--- src/rtl/phase_sequencer_if.sv ---
// Host-side bundle for the phase sequencer: run request, back-pressure,
// phase lengths in; index, phase enables and handshake status out.
interface phase_sequencer_if #(
  parameter int CNT_W = 8
);
  logic             start_i;
  logic             stall_i;
  logic [CNT_W-1:0] i_num_load;
  logic [CNT_W-1:0] i_num_comp;
  logic [CNT_W-1:0] i_num_drain;
  logic [CNT_W-1:0] cnt_o;
  logic             load_en_o;
  logic             comp_en_o;
  logic             drain_en_o;
  logic [2:0]       phase_o;
  logic             busy_o;
  logic             done_o;

  modport master (
    output start_i, stall_i, i_num_load, i_num_comp, i_num_drain,
    input  cnt_o, load_en_o, comp_en_o, drain_en_o, phase_o, busy_o, done_o
  );

  modport slave (
    input  start_i, stall_i, i_num_load, i_num_comp, i_num_drain,
    output cnt_o, load_en_o, comp_en_o, drain_en_o, phase_o, busy_o, done_o
  );
endinterface

--- src/rtl/phase_sequencer.sv ---
// Steps one computation through LOAD, COMP and DRAIN, skipping empty phases,
// with a per-phase index and a one-cycle DONE pulse back to the host.
module phase_sequencer #(
  parameter int CNT_W = 8
) (
  input  logic         clk,
  input  logic         rst,
  phase_sequencer_if.slave bus
);
  typedef enum logic [2:0] {
    ST_IDLE  = 3'd0,
    ST_LOAD  = 3'd1,
    ST_COMP  = 3'd2,
    ST_DRAIN = 3'd3,
    ST_DONE  = 3'd4
  } state_t;

  localparam logic [CNT_W-1:0] CNT_ZERO = {CNT_W{1'b0}};
  localparam logic [CNT_W-1:0] CNT_ONE  = {{(CNT_W-1){1'b0}}, 1'b1};

  state_t           state_r, state_next_s;
  logic [CNT_W-1:0] cnt_r, cnt_next_s;
  logic [CNT_W-1:0] len_load_r, len_comp_r, len_drain_r;
  logic [CNT_W-1:0] cur_len_s;
  logic             last_s;

  // First phase after 'from' with a nonzero length, or DONE when none is left.
  function automatic state_t next_phase(input state_t from,
                                        input logic [CNT_W-1:0] l,
                                        input logic [CNT_W-1:0] c,
                                        input logic [CNT_W-1:0] d);
    state_t nxt;
    case (from)
      ST_IDLE:  nxt = (l != CNT_ZERO) ? ST_LOAD :
                      (c != CNT_ZERO) ? ST_COMP :
                      (d != CNT_ZERO) ? ST_DRAIN : ST_DONE;
      ST_LOAD:  nxt = (c != CNT_ZERO) ? ST_COMP :
                      (d != CNT_ZERO) ? ST_DRAIN : ST_DONE;
      ST_COMP:  nxt = (d != CNT_ZERO) ? ST_DRAIN : ST_DONE;
      default:  nxt = ST_DONE;
    endcase
    return nxt;
  endfunction

  // State, index and latched lengths.
  always_ff @(posedge clk) begin
    if (rst) begin
      state_r     <= ST_IDLE;
      cnt_r       <= CNT_ZERO;
      len_load_r  <= CNT_ZERO;
      len_comp_r  <= CNT_ZERO;
      len_drain_r <= CNT_ZERO;
    end else begin
      state_r <= state_next_s;
      cnt_r   <= cnt_next_s;
      if ((state_r == ST_IDLE) && bus.start_i) begin
        len_load_r  <= bus.i_num_load;
        len_comp_r  <= bus.i_num_comp;
        len_drain_r <= bus.i_num_drain;
      end
    end
  end

  // Next state and next index.
  always_comb begin
    state_next_s = state_r;
    cnt_next_s   = cnt_r;
    cur_len_s    = CNT_ZERO;
    case (state_r)
      ST_LOAD:  cur_len_s = len_load_r;
      ST_COMP:  cur_len_s = len_comp_r;
      ST_DRAIN: cur_len_s = len_drain_r;
      default:  cur_len_s = CNT_ZERO;
    endcase
    // Active phases are only ever entered with a nonzero length.
    last_s = (cnt_r == (cur_len_s - CNT_ONE));
    case (state_r)
      ST_IDLE: begin
        cnt_next_s = CNT_ZERO;
        if (bus.start_i) begin
          state_next_s = next_phase(ST_IDLE, bus.i_num_load, bus.i_num_comp, bus.i_num_drain);
        end else begin
          state_next_s = ST_IDLE;
        end
      end
      ST_LOAD, ST_COMP, ST_DRAIN: begin
        if (bus.stall_i) begin
          state_next_s = state_r;
          cnt_next_s   = cnt_r;
        end else if (last_s) begin
          state_next_s = next_phase(state_r, len_load_r, len_comp_r, len_drain_r);
          cnt_next_s   = CNT_ZERO;
        end else begin
          state_next_s = state_r;
          cnt_next_s   = cnt_r + CNT_ONE;
        end
      end
      ST_DONE: begin
        state_next_s = ST_IDLE;
        cnt_next_s   = CNT_ZERO;
      end
      default: begin
        state_next_s = ST_IDLE;
        cnt_next_s   = CNT_ZERO;
      end
    endcase
  end

  logic             load_en_s, comp_en_s, drain_en_s, busy_s, done_s;
  logic [2:0]       phase_s;

  // Output decode; enables are gated by stall in the same cycle.
  always_comb begin
    load_en_s  = (state_r == ST_LOAD)  & ~bus.stall_i;
    comp_en_s  = (state_r == ST_COMP)  & ~bus.stall_i;
    drain_en_s = (state_r == ST_DRAIN) & ~bus.stall_i;
    busy_s     = (state_r != ST_IDLE);
    done_s     = (state_r == ST_DONE);
    phase_s    = state_r;
  end

  assign bus.cnt_o      = cnt_r;
  assign bus.load_en_o  = load_en_s;
  assign bus.comp_en_o  = comp_en_s;
  assign bus.drain_en_o = drain_en_s;
  assign bus.phase_o    = phase_s;
  assign bus.busy_o     = busy_s;
  assign bus.done_o     = done_s;
endmodule
--- src/flat_wrapper.sv ---
// flat-port wrapper written by rule: the top's interface ports become plain ports
module phase_sequencer_flat 
#(
  parameter int CNT_W = 8
)
  (clk, rst, bus_start_i, bus_stall_i, bus_i_num_load, bus_i_num_comp, bus_i_num_drain, bus_cnt_o, bus_load_en_o, bus_comp_en_o, bus_drain_en_o, bus_phase_o, bus_busy_o, bus_done_o);
  phase_sequencer_if #(.CNT_W(CNT_W)) bus_i ();
  input  logic clk;
  input  logic rst;
  input wire logic [$bits(bus_i.start_i)-1:0] bus_start_i;
  input wire logic [$bits(bus_i.stall_i)-1:0] bus_stall_i;
  input wire logic [$bits(bus_i.i_num_load)-1:0] bus_i_num_load;
  input wire logic [$bits(bus_i.i_num_comp)-1:0] bus_i_num_comp;
  input wire logic [$bits(bus_i.i_num_drain)-1:0] bus_i_num_drain;
  output wire logic [$bits(bus_i.cnt_o)-1:0] bus_cnt_o;
  output wire logic [$bits(bus_i.load_en_o)-1:0] bus_load_en_o;
  output wire logic [$bits(bus_i.comp_en_o)-1:0] bus_comp_en_o;
  output wire logic [$bits(bus_i.drain_en_o)-1:0] bus_drain_en_o;
  output wire logic [$bits(bus_i.phase_o)-1:0] bus_phase_o;
  output wire logic [$bits(bus_i.busy_o)-1:0] bus_busy_o;
  output wire logic [$bits(bus_i.done_o)-1:0] bus_done_o;
  assign bus_i.start_i = bus_start_i;
  assign bus_i.stall_i = bus_stall_i;
  assign bus_i.i_num_load = bus_i_num_load;
  assign bus_i.i_num_comp = bus_i_num_comp;
  assign bus_i.i_num_drain = bus_i_num_drain;
  assign bus_cnt_o = bus_i.cnt_o;
  assign bus_load_en_o = bus_i.load_en_o;
  assign bus_comp_en_o = bus_i.comp_en_o;
  assign bus_drain_en_o = bus_i.drain_en_o;
  assign bus_phase_o = bus_i.phase_o;
  assign bus_busy_o = bus_i.busy_o;
  assign bus_done_o = bus_i.done_o;
  phase_sequencer #(.CNT_W(CNT_W)) u_core (.clk(clk), .rst(rst), .bus(bus_i));
endmodule
--- config.mk ---
export PLATFORM = sky130hd
export DESIGN_NAME = phase_sequencer_flat
export DESIGN_NICKNAME = d
export VERILOG_FILES = /design/src/rtl/phase_sequencer_if.sv /design/src/rtl/phase_sequencer.sv /design/src/flat_wrapper.sv
export SDC_FILE = /design/constraint.sdc
export NUM_CORES = 1
export LEC_CHECK = 0
export ABC_AREA = 1
export CORE_MARGIN = 10
export CORE_UTILIZATION = 47
export DETAILED_ROUTE_END_ITERATION = 16
export PLACE_DENSITY = 0.79
export SLEW_MARGIN = 20
export SYNTH_ARGS = -nofsm -noshare
export SYNTH_HDL_FRONTEND = slang
export SYNTH_SLANG_ARGS = --single-unit
--- constraint.sdc ---
create_clock -name clk -period 1.95 [get_ports clk]
set_input_delay 0.2925 -clock clk [delete_from_list [all_inputs] [get_ports clk]]
set_output_delay 0.2925 -clock clk [all_outputs]
set_load 0.05 [all_outputs]
==> Word level (Yosys, flattened, before mapping) <==
Index checks and enable logic that the tools add are counted.
{ "totals": {"reg_bits": 35, "out_inout_bits": 16, "word_cells": 42} }
{ "op_classes": {"addsub": 2, "n_eq_ne": 7, "muxes": 12, "bitwise": 5, "n_reduce_logical": 11} }
{ "ops": {"columns": ["cell", "n"], "rows": [
  ["$reduce_bool A8 Y1", 5],
  ["$mux W3", 8],
  ["$pmux W8 S3", 1],
  ["$pmux W3 S2", 2],
  ["$add A8 B1 Y8 const B", 1],
  ["$eq A8 B8 Y1", 1],
  ["$mux W8", 1],
  ["$sub A8 B1 Y8 const B", 1],
  ["$eq A3 B2 Y1 const B", 2],
  ["$and A1 B1 Y1", 3],
  ["$eq A3 B1 Y1 const B", 1],
  ["$eq A3 B3 Y1 const B", 1],
  ["$logic_not A3 Y1", 1],
  ["$reduce_bool A3 Y1", 1],
  ["$reduce_or A3 Y1", 1],
  ["$ne A2 B1 Y1 const B", 1],
  ["$ne A2 B2 Y1 const B", 1],
  ["$not A1 Y1", 2],
  ["$reduce_and A2 Y1", 1],
  ["$reduce_or A2 Y1", 1],
  ["$logic_and A1 B1 Y1", 1]
]} }

==> Longest topological paths before layout <==
Gate-level depths: netlist of the first run.
{ "logic_depth": {"depth_word": 7, "depth_mapped": 17} }

==> Worst setup path before layout of the first run <==
OpenSTA, ideal clock, no wires.
{ "synth_path": {"path_kind": "register to register", "from": "register u_core.state_r[0], in the netlist u_core.bus.phase_o[0]", "to": "register u_core.cnt_r[2], in the netlist u_core.bus.cnt_o[2]", "setup_ns": 0.109, "arrival_time_ns": 2.512, "path_slack_ns": -0.671, "stages_incl_launch_ff": 18, "n_path_buf": 1, "path_cell_list": "dfxtp_1 > buf_4 > nand2_2 > nor2_4 > nand2_1 > inv_2 > nor2_4 > ha_1 > xor2_1 > nand2_1 > nand3_1 > nor2_1 > nand3_2 > nor2_4 > nand4_4 > nand2_2 > or2_1 > inv_1"} }
{ "synth_between": {"elab_chain_cells": 5} }
{ "synth_rtl": {"columns": ["item", "line", "source"], "rows": [
  ["start: declaration", "phase_sequencer.sv:21", "state_t state_r, state_next_s;"],
  ["start signal: assignment", "phase_sequencer.sv:54", "state_r <= state_next_s;"],
  ["$eq A3 B2 Y1 or $eq A3 B1 Y1 (tied branches)", "phase_sequencer.sv:69, phase_sequencer.sv:77", null],
  ["$pmux W8 S3", "phase_sequencer.sv:69", "case (state_r)"],
  ["$sub A8 B1 Y8", "phase_sequencer.sv:76", "last_s = (cnt_r == (cur_len_s - CNT_ONE));"],
  ["$eq A8 B8 Y1", "phase_sequencer.sv:76", null],
  ["$mux W8", "phase_sequencer.sv:90", "end else if (last_s) begin"],
  ["end signal: assignment", "phase_sequencer.sv:55", "cnt_r <= cnt_next_s;"],
  ["end: declaration", "phase_sequencer.sv:22", "logic [CNT_W-1:0] cnt_r, cnt_next_s;"]
]} }
Parallel ways exist; a longest one is shown, timed or not.
A chain may end at the register's enable or synchronous reset.

==> Worst setup path in the final report of the first run <==
{ "layout_path": {"from": "register u_core.state_r[0], in the netlist u_core.bus.phase_o[0]", "to": "register u_core.state_r[0], in the netlist u_core.bus.phase_o[0]"} }
{ "layout_between": {"elab_chain_cells": 6} }
{ "layout_rtl": {"columns": ["item", "line"], "rows": [
  ["$eq A3 B2 Y1 (tied with other cells)", "phase_sequencer.sv:69, phase_sequencer.sv:77"],
  ["$pmux W8 S3", "phase_sequencer.sv:69"],
  ["$sub A8 B1 Y8", "phase_sequencer.sv:76"],
  ["$eq A8 B8 Y1", "phase_sequencer.sv:76"],
  ["$ne A2 B1 Y1 (no source line)", null],
  ["$reduce_and A2 Y1 (no source line)", null]
]} }
Parallel ways exist; a longest one is shown, timed or not. The select of a mux whose other input is x is not followed.

==> impl_metrics.ini, run 1 <==
[placement]
placed_cell_area_sq_um = 2944
post-place-ws_ps = -258.5
hpwl_microns = 5518
place.gp.congestion = 0.9490
port_buffers = 43

[synthesis]
ys_warn_count = 0
synth_edf_count = 0
ys_types = 33
async_flop_share = 0
ys_ff_latch = 35
synth_area_per_cell_sq_um = 6.676
seq_area_frac_synth = 0.3115
netlist_instances = 337
synth_area_sq_um = 2250
synth_fp_nets = 367
synth_top_flop_cell = dfxtp_1

[critical_path]
crit_chain = inv_4 > nor2_4 > nand2_4 > nor2_4 > nor2_4 > ha_4 > xor2_1 > o21ai_1 > nor2_1 > nand3_2 > nor2_4 > nand3_2 > nand2_2 > nand3_2 > a21oi_2
cp_slowest_cell = dfxtp_4
path_max_fanout = 7
crit_arrival_ps = 2340
crit_start = u_core.bus.phase_o[0]$_SDFFE_PP0P_
max_stage_delay_ps = 410
path_common_cell = nor2_4
timing.rr.start = u_core.bus.phase_o[0]$_SDFFE_PP0P_
cp.required_ps = 2160
cp-end-kind = register
start_kind = register
critical_path_class = reg -> reg

[die]
core_area_sq_um = 4692
start_util = 0.4795
die_w_microns = 89.19
chipHeight_microns = 89.19
placementRows = 25
dieArea_sq_um = 7954
ioPinCount = 44

[timing]
rsz0062_at_grt = yes
hold_violations = 0
fin_skew_ps = 5.464
timing.slew.headroom = 0.6662
tightest_slew_ps = 499.1
worst_slack_ps = -181.3
drv_slew = 0
fin_crit_sh = 1.093
fmax_mhz = 469.2
setup_viol = 11
fin_crit_ps = 2131

[layout]
final_core_util = 0.6747
finalNetCount = 438
final_cell_area_sq_um = 3166
multiInputGateArea_sq_um = 1400
drive_gt1_frac = 0.2323
antennaDiodeCount = 0
regArea_sq_um = 711.9
layout-area-overhead-vs-synth_pct = 40.71
nFillCells = 426

[cts]
cts_buffers = 5
tritoncts = built
cts.sinks = 35
path_clk_slew_ps = 70
clock_path_buffers = 2
cts_max_level = 2
insertion_delay_ps = 290
root_buffer = clkbuf_8

[pwr]
power.leakage_nw = 1.459
ir_worst_vdd_uv = 1097
power_density_nw_per_um2 = 1336

[route]
wl_microns = 6921
routedWlPerCell_microns = 14.95
drtPass1Iterations = 4
drt-initial-drc-count = 163
avgViaCountPerCell = 5.434
vias = 2516
drc = 0
ant_nets = 0

[grt]
grt_usage = 0.1820
grt_overflow_total = 0
antenna_found_initial = 0
grt_pass1_vias = 2565
grt_pass1_wl_microns = 11550
grt_max_degree = 30

[min_path]
hold_path_startpoint = u_core.len_load_r[6]$_SDFFE_PP0P_
hold_path.class = reg -> reg

[outcome]
status = complete, but fails checks
failed_checks = negative setup slack

[job]
timing.max_cap.violations = 0
-- sequential cells by signal, indices dropped and copies added (netlist names) --
name and count:
u_core.bus.cnt_o 8, u_core.len_comp_r 8, u_core.len_drain_r 8, u_core.len_load_r 8
u_core.bus.phase_o 3
-- stage by stage --
stage	setup TNS [ps]	hold slack, ps	power [mW]	std cells
after floorplan	-2492	430.2	2.678	337
after global placement	-1231	446.9	3.375	448
after detailed placement	-1864	456.4	3.427	448
after CTS	-1063	466.8	4.127	461
after global routing	-3057	490.1	4.540	463
final	-1443	463.5	4.228	463
-- worst paths after layout --
kind | endpoint | slack [ps] | cells past startpoint
setup / recovery | u_core.bus.phase_o[0]$_SDFFE_PP0P_ | -180 | 15
hold reg to reg | u_core.len_load_r[6]$_SDFFE_PP0P_ | 460 | 2
setup reg to reg | u_core.bus.phase_o[0]$_SDFFE_PP0P_ | -180 | 15
hold / removal | u_core.len_load_r[6]$_SDFFE_PP0P_ | 460 | 2
-- synth_stat cells (all sizes together), types with 2 or more instances --
cell type / instances / share of area
nand2: 75 / 0.13
nor2: 46 / 0.11
nand3: 45 / 0.11
inv: 40 / 0.067
dfxtp: 35 / 0.31
a21oi: 31 / 0.069
nand4: 19 / 0.065
o21ai: 10 / 0.022
nor4: 8 / 0.022
clkbuf: 7 / 0.012
buf: 5 / 0.022
xor2: 5 / 0.019
ha: 2 / 0.011
-- area by class of cell --
type	count	area share
repair buffers	76	0.2300
clock buffers	8	0.03162
well taps	54	0.02134
inverters	40	0.04980
flip-flops and latches	35	0.2249
multi-input cells	250	0.4423
-- cells by family after synthesis --
group	Yosys count	share of synthesized area
adders and majority gates	2	0.01112
buffers and inverters	52	0.1001
xor gates and xnor gates	6	0.02336
DFF	35	0.3115
and+or+nand+nor	197	0.4494
AOI/OAI and AO/OA	45	0.1046
-- metal layers --
metal | part of all wire | GRT usage
met4 | 0.023 | 0.06936
met1 | 0.40 | 0.1993
met3 | 0.067 | 0.04376
met2 | 0.51 | 0.3294
met5 | 0 | 0
-- layout by cell type, fill, tap and decap left out, drive strengths merged --
cell	synthesis	layout
clkdlybuf4s50	0	35
nor2	46	46
clkbuf	7	8
nand3	45	45
a21oi	31	31
nor4	8	8
inv	40	40
o22ai	1	1
nand2	75	75
nand4	19	19
nor3	1	1
o21ai	10	10
xor2	5	5
or2	1	1
dfxtp	35	35
a32oi	1	1
xnor2	1	1
nor3b	1	1
ha	2	2
buf	5	41
o211ai	1	1
and3	1	1
o31ai	1	1
-- worst max-delay path: cells and delay by family, from the launching register on --
kind	cells	cell delay (ps)
XOR/XNOR	1	140
AND/OR/NAND/NOR	10	950
AO/OA/AOI/OAI	2	230
buffers and inverters	1	70
adder cells (fa/ha/maj)	1	260
flip-flops	1	410
-- timing repair --
action	4_1_cts	5_1_grt
pin swaps	20	3
setup buffers	5	2
setup endpoints to repair	11	12
resized for setup	12	5
hold buffers	0	0
-- power by group --
group,internal (mW),total (mW),switching [mW]
registers,0.886,1.06,0.171
logic,1.03,2.60,1.57
clock network,0.322,0.572,0.250
total,2.23,4.23,1.99
Power figures use the tool's default switching activity.
==> run 2: changes to the inputs <==
--- a/config.mk
+++ b/config.mk
@@ -6,6 +6,7 @@
 export NUM_CORES = 1
 export LEC_CHECK = 0
 export ABC_AREA = 1
+export ABC_CLOCK_PERIOD_IN_PS = 1950
 export CORE_MARGIN = 10
 export CORE_UTILIZATION = 47
 export DETAILED_ROUTE_END_ITERATION = 16
==> results of run 2 <==
Final layout, timing and power as in run 1 (identical DEF).
==> run 3: changes to the inputs <==
--- a/config.mk
+++ b/config.mk
@@ -8,9 +8,9 @@
 export ABC_AREA = 1
 export ABC_CLOCK_PERIOD_IN_PS = 1950
 export CORE_MARGIN = 10
-export CORE_UTILIZATION = 47
+export CORE_UTILIZATION = 33
 export DETAILED_ROUTE_END_ITERATION = 16
-export PLACE_DENSITY = 0.79
+export PLACE_DENSITY = 0.6
 export SLEW_MARGIN = 20
 export SYNTH_ARGS = -nofsm -noshare
 export SYNTH_HDL_FRONTEND = slang
==> impl_metrics.ini, run 3 (same netlist as run 1, synthesis figures left out) <==
[outcome]
status = complete, but fails checks
failed_checks = negative setup slack

[timing]
setup_viol = 12
fin_skew_ps = 11.04
hold_violations = 0
worst_slack_ps = -208.0
fmax_mhz = 463.4
rsz0062_at_grt = yes
fin_crit_sh = 1.107
timing.slew.headroom = 0.6614
fin_crit_ps = 2158
drv_slew = 0
tightest_slew_ps = 507.1
setup_tns_ps = -1657

[layout]
final_cell_mix = nand2_1, buf_4, nand3_1
layout-area-overhead-vs-synth_pct = 46.27
drive_gt1_frac = 0.2566
instances_no_fill = 497
antennaDiodeCount = 0
final_cell_area_sq_um = 3291
finalNetCount = 446
final_core_util = 0.4898
final_common_cell = nand2_1

[die]
die_w_microns = 102.6
ioPinCount = 44
chipHeight_microns = 102.6
start_util = 0.3348
placementRows = 30
dieArea_sq_um = 10520
core_area_sq_um = 6719

[critical_path]
critical_path_class = reg -> reg
path_common_cell = nand2_1
cp.required_ps = 2140
reg2reg_to = u_core.bus.cnt_o[2]$_SDFFE_PP0N_
path_max_fanout = 8
r2r_slack_ps = -210
cpLargestDelayFamily = simple AND/OR/NAND/NOR gates
crit_arrival_ps = 2350
crit_buf_inv = 4
start_kind = register
r2r_cells = 16
crit_chain = inv_4 > buf_6 > buf_12 > nand4_2 > nand2_1 > nor2_4 > nand2_1 > nor2_2 > nand2_1 > nand2_1 > nand3_2 > nor2_4 > nand4_4 > nand2_2 > or2_1 > inv_1
cp-end-kind = register
cp_slowest_cell = dfxtp_4
max_stage_delay_ps = 410
timing.rr.start = u_core.bus.phase_o[2]$_SDFFE_PP0P_

[cts]
path_clk_slew_ps = 80
cts.sinks = 35
postCtsHoldBufs = 0
insertion_delay_ps = 290
clock_path_buffers = 2
cts_buffers = 5
root_buffer = clkbuf_8
tritoncts = built
cts_max_level = 2

[placement]
place_inst = 480
hpwl_microns = 5725
port_buffers = 43
place.gp.congestion = 0.8488
placed_cell_area_sq_um = 3007

[pwr]
power_mw = 4.454
p_sw_frac = 0.4601
pwr-share-comb = 0.614
p_switching_mw = 2.049
power_density_nw_per_um2 = 1353
clockPowerShare = 0.150
ir_worst_vdd_uv = 672.2
power.leakage_nw = 1.527
p_seq_frac = 0.236
internal_power_mw = 2.405

[min_path]
hold_path.class = reg -> reg
whs_endpoint = u_core.len_load_r[6]$_SDFFE_PP0P_
hold_path_startpoint = u_core.len_load_r[6]$_SDFFE_PP0P_
min_delay_path_depth = 2

[route]
routedWlPerCell_microns = 14.40
vias = 2474
drt-initial-drc-count = 144
drtPass1Iterations = 5
avgViaCountPerCell = 4.978
wl_microns = 7156
drc = 0
ant_nets = 0

[grt]
grt_max_degree = 30
grt_pass1_vias = 2370
grt_pass1_wl_microns = 11450
grt_overflow_total = 0
antenna_found_initial = 0
grt_usage = 0.1367

[job]
timing.max_cap.violations = 0
run 3: timing repair:
action,in CTS,in global routing
endpoints found under the setup margin,12,15
gates cloned,1,0
buffers inserted,0,8
resized for setup,9,16
pin swaps,11,15
run 3: through the flow:
step                setup slack, ps  hold WS, ps
finish                       -208.0        473.0
CTS                          -145.4        471.0
floorplan                    -301.1        430.2
global route                 -352.8        498.4
global placement             -190.6        455.7
detailed placement           -249.3        459.7
run 3: power by group through the flow:
stage | registers [mW] | logic (mW) | clock network [mW]
global route | 1.08 | 2.99 | 0.710
detailed placement | 1.05 | 2.39 | 0
global placement | 1.04 | 2.38 | 0
CTS | 1.05 | 2.44 | 0.683
finish | 1.05 | 2.73 | 0.667
floorplan | 1.10 | 1.58 | 0
run 3: worst max path at each step:
stage,cells past startpoint,startpoint,slack (ps),to
floorplan,16,u_core.bus.phase_o[0]$_SDFFE_PP0P_,-300,u_core.bus.cnt_o[2]$_SDFFE_PP0N_
global placement,14,u_core.bus.phase_o[2]$_SDFFE_PP0P_,-190,u_core.bus.phase_o[2]$_SDFFE_PP0P_
detailed placement,16,u_core.bus.phase_o[2]$_SDFFE_PP0P_,-250,u_core.bus.cnt_o[2]$_SDFFE_PP0N_
CTS,15,u_core.bus.phase_o[0]$_SDFFE_PP0P_,-150,u_core.bus.cnt_o[2]$_SDFFE_PP0N_
global route,13,u_core.bus.phase_o[2]$_SDFFE_PP0P_,-350,u_core.bus.cnt_o[2]$_SDFFE_PP0N_
finish,16,u_core.bus.phase_o[2]$_SDFFE_PP0P_,-210,u_core.bus.cnt_o[2]$_SDFFE_PP0N_
run 3: per-layer routing:
layer / global-route usage / wire [microns] / part of all wire
met1: 0.1613 / 3181 / 0.44
met2: 0.2404 / 3547 / 0.50
met3: 0.03217 / 347 / 0.048
met4: 0.03796 / 80 / 0.011
met5: 0 / 0 / 0
run 3: layout make-up:
type                       count  area, sq um
timing repair buffer          83        784.5
fill                         648         3428
sequential                    35        711.9
timing repair inverter         1        6.256
clock inverter                 2        36.28
multi-input combinational    250         1419
tap                           80        100.1
inverter                      40        160.2
clock buffer                   6        72.57
run 3: worst min-delay path, stage by stage, from the launching register on:
cell	delay (ps)
dfxtp_1	300
inv_1	70
a21oi_1	60
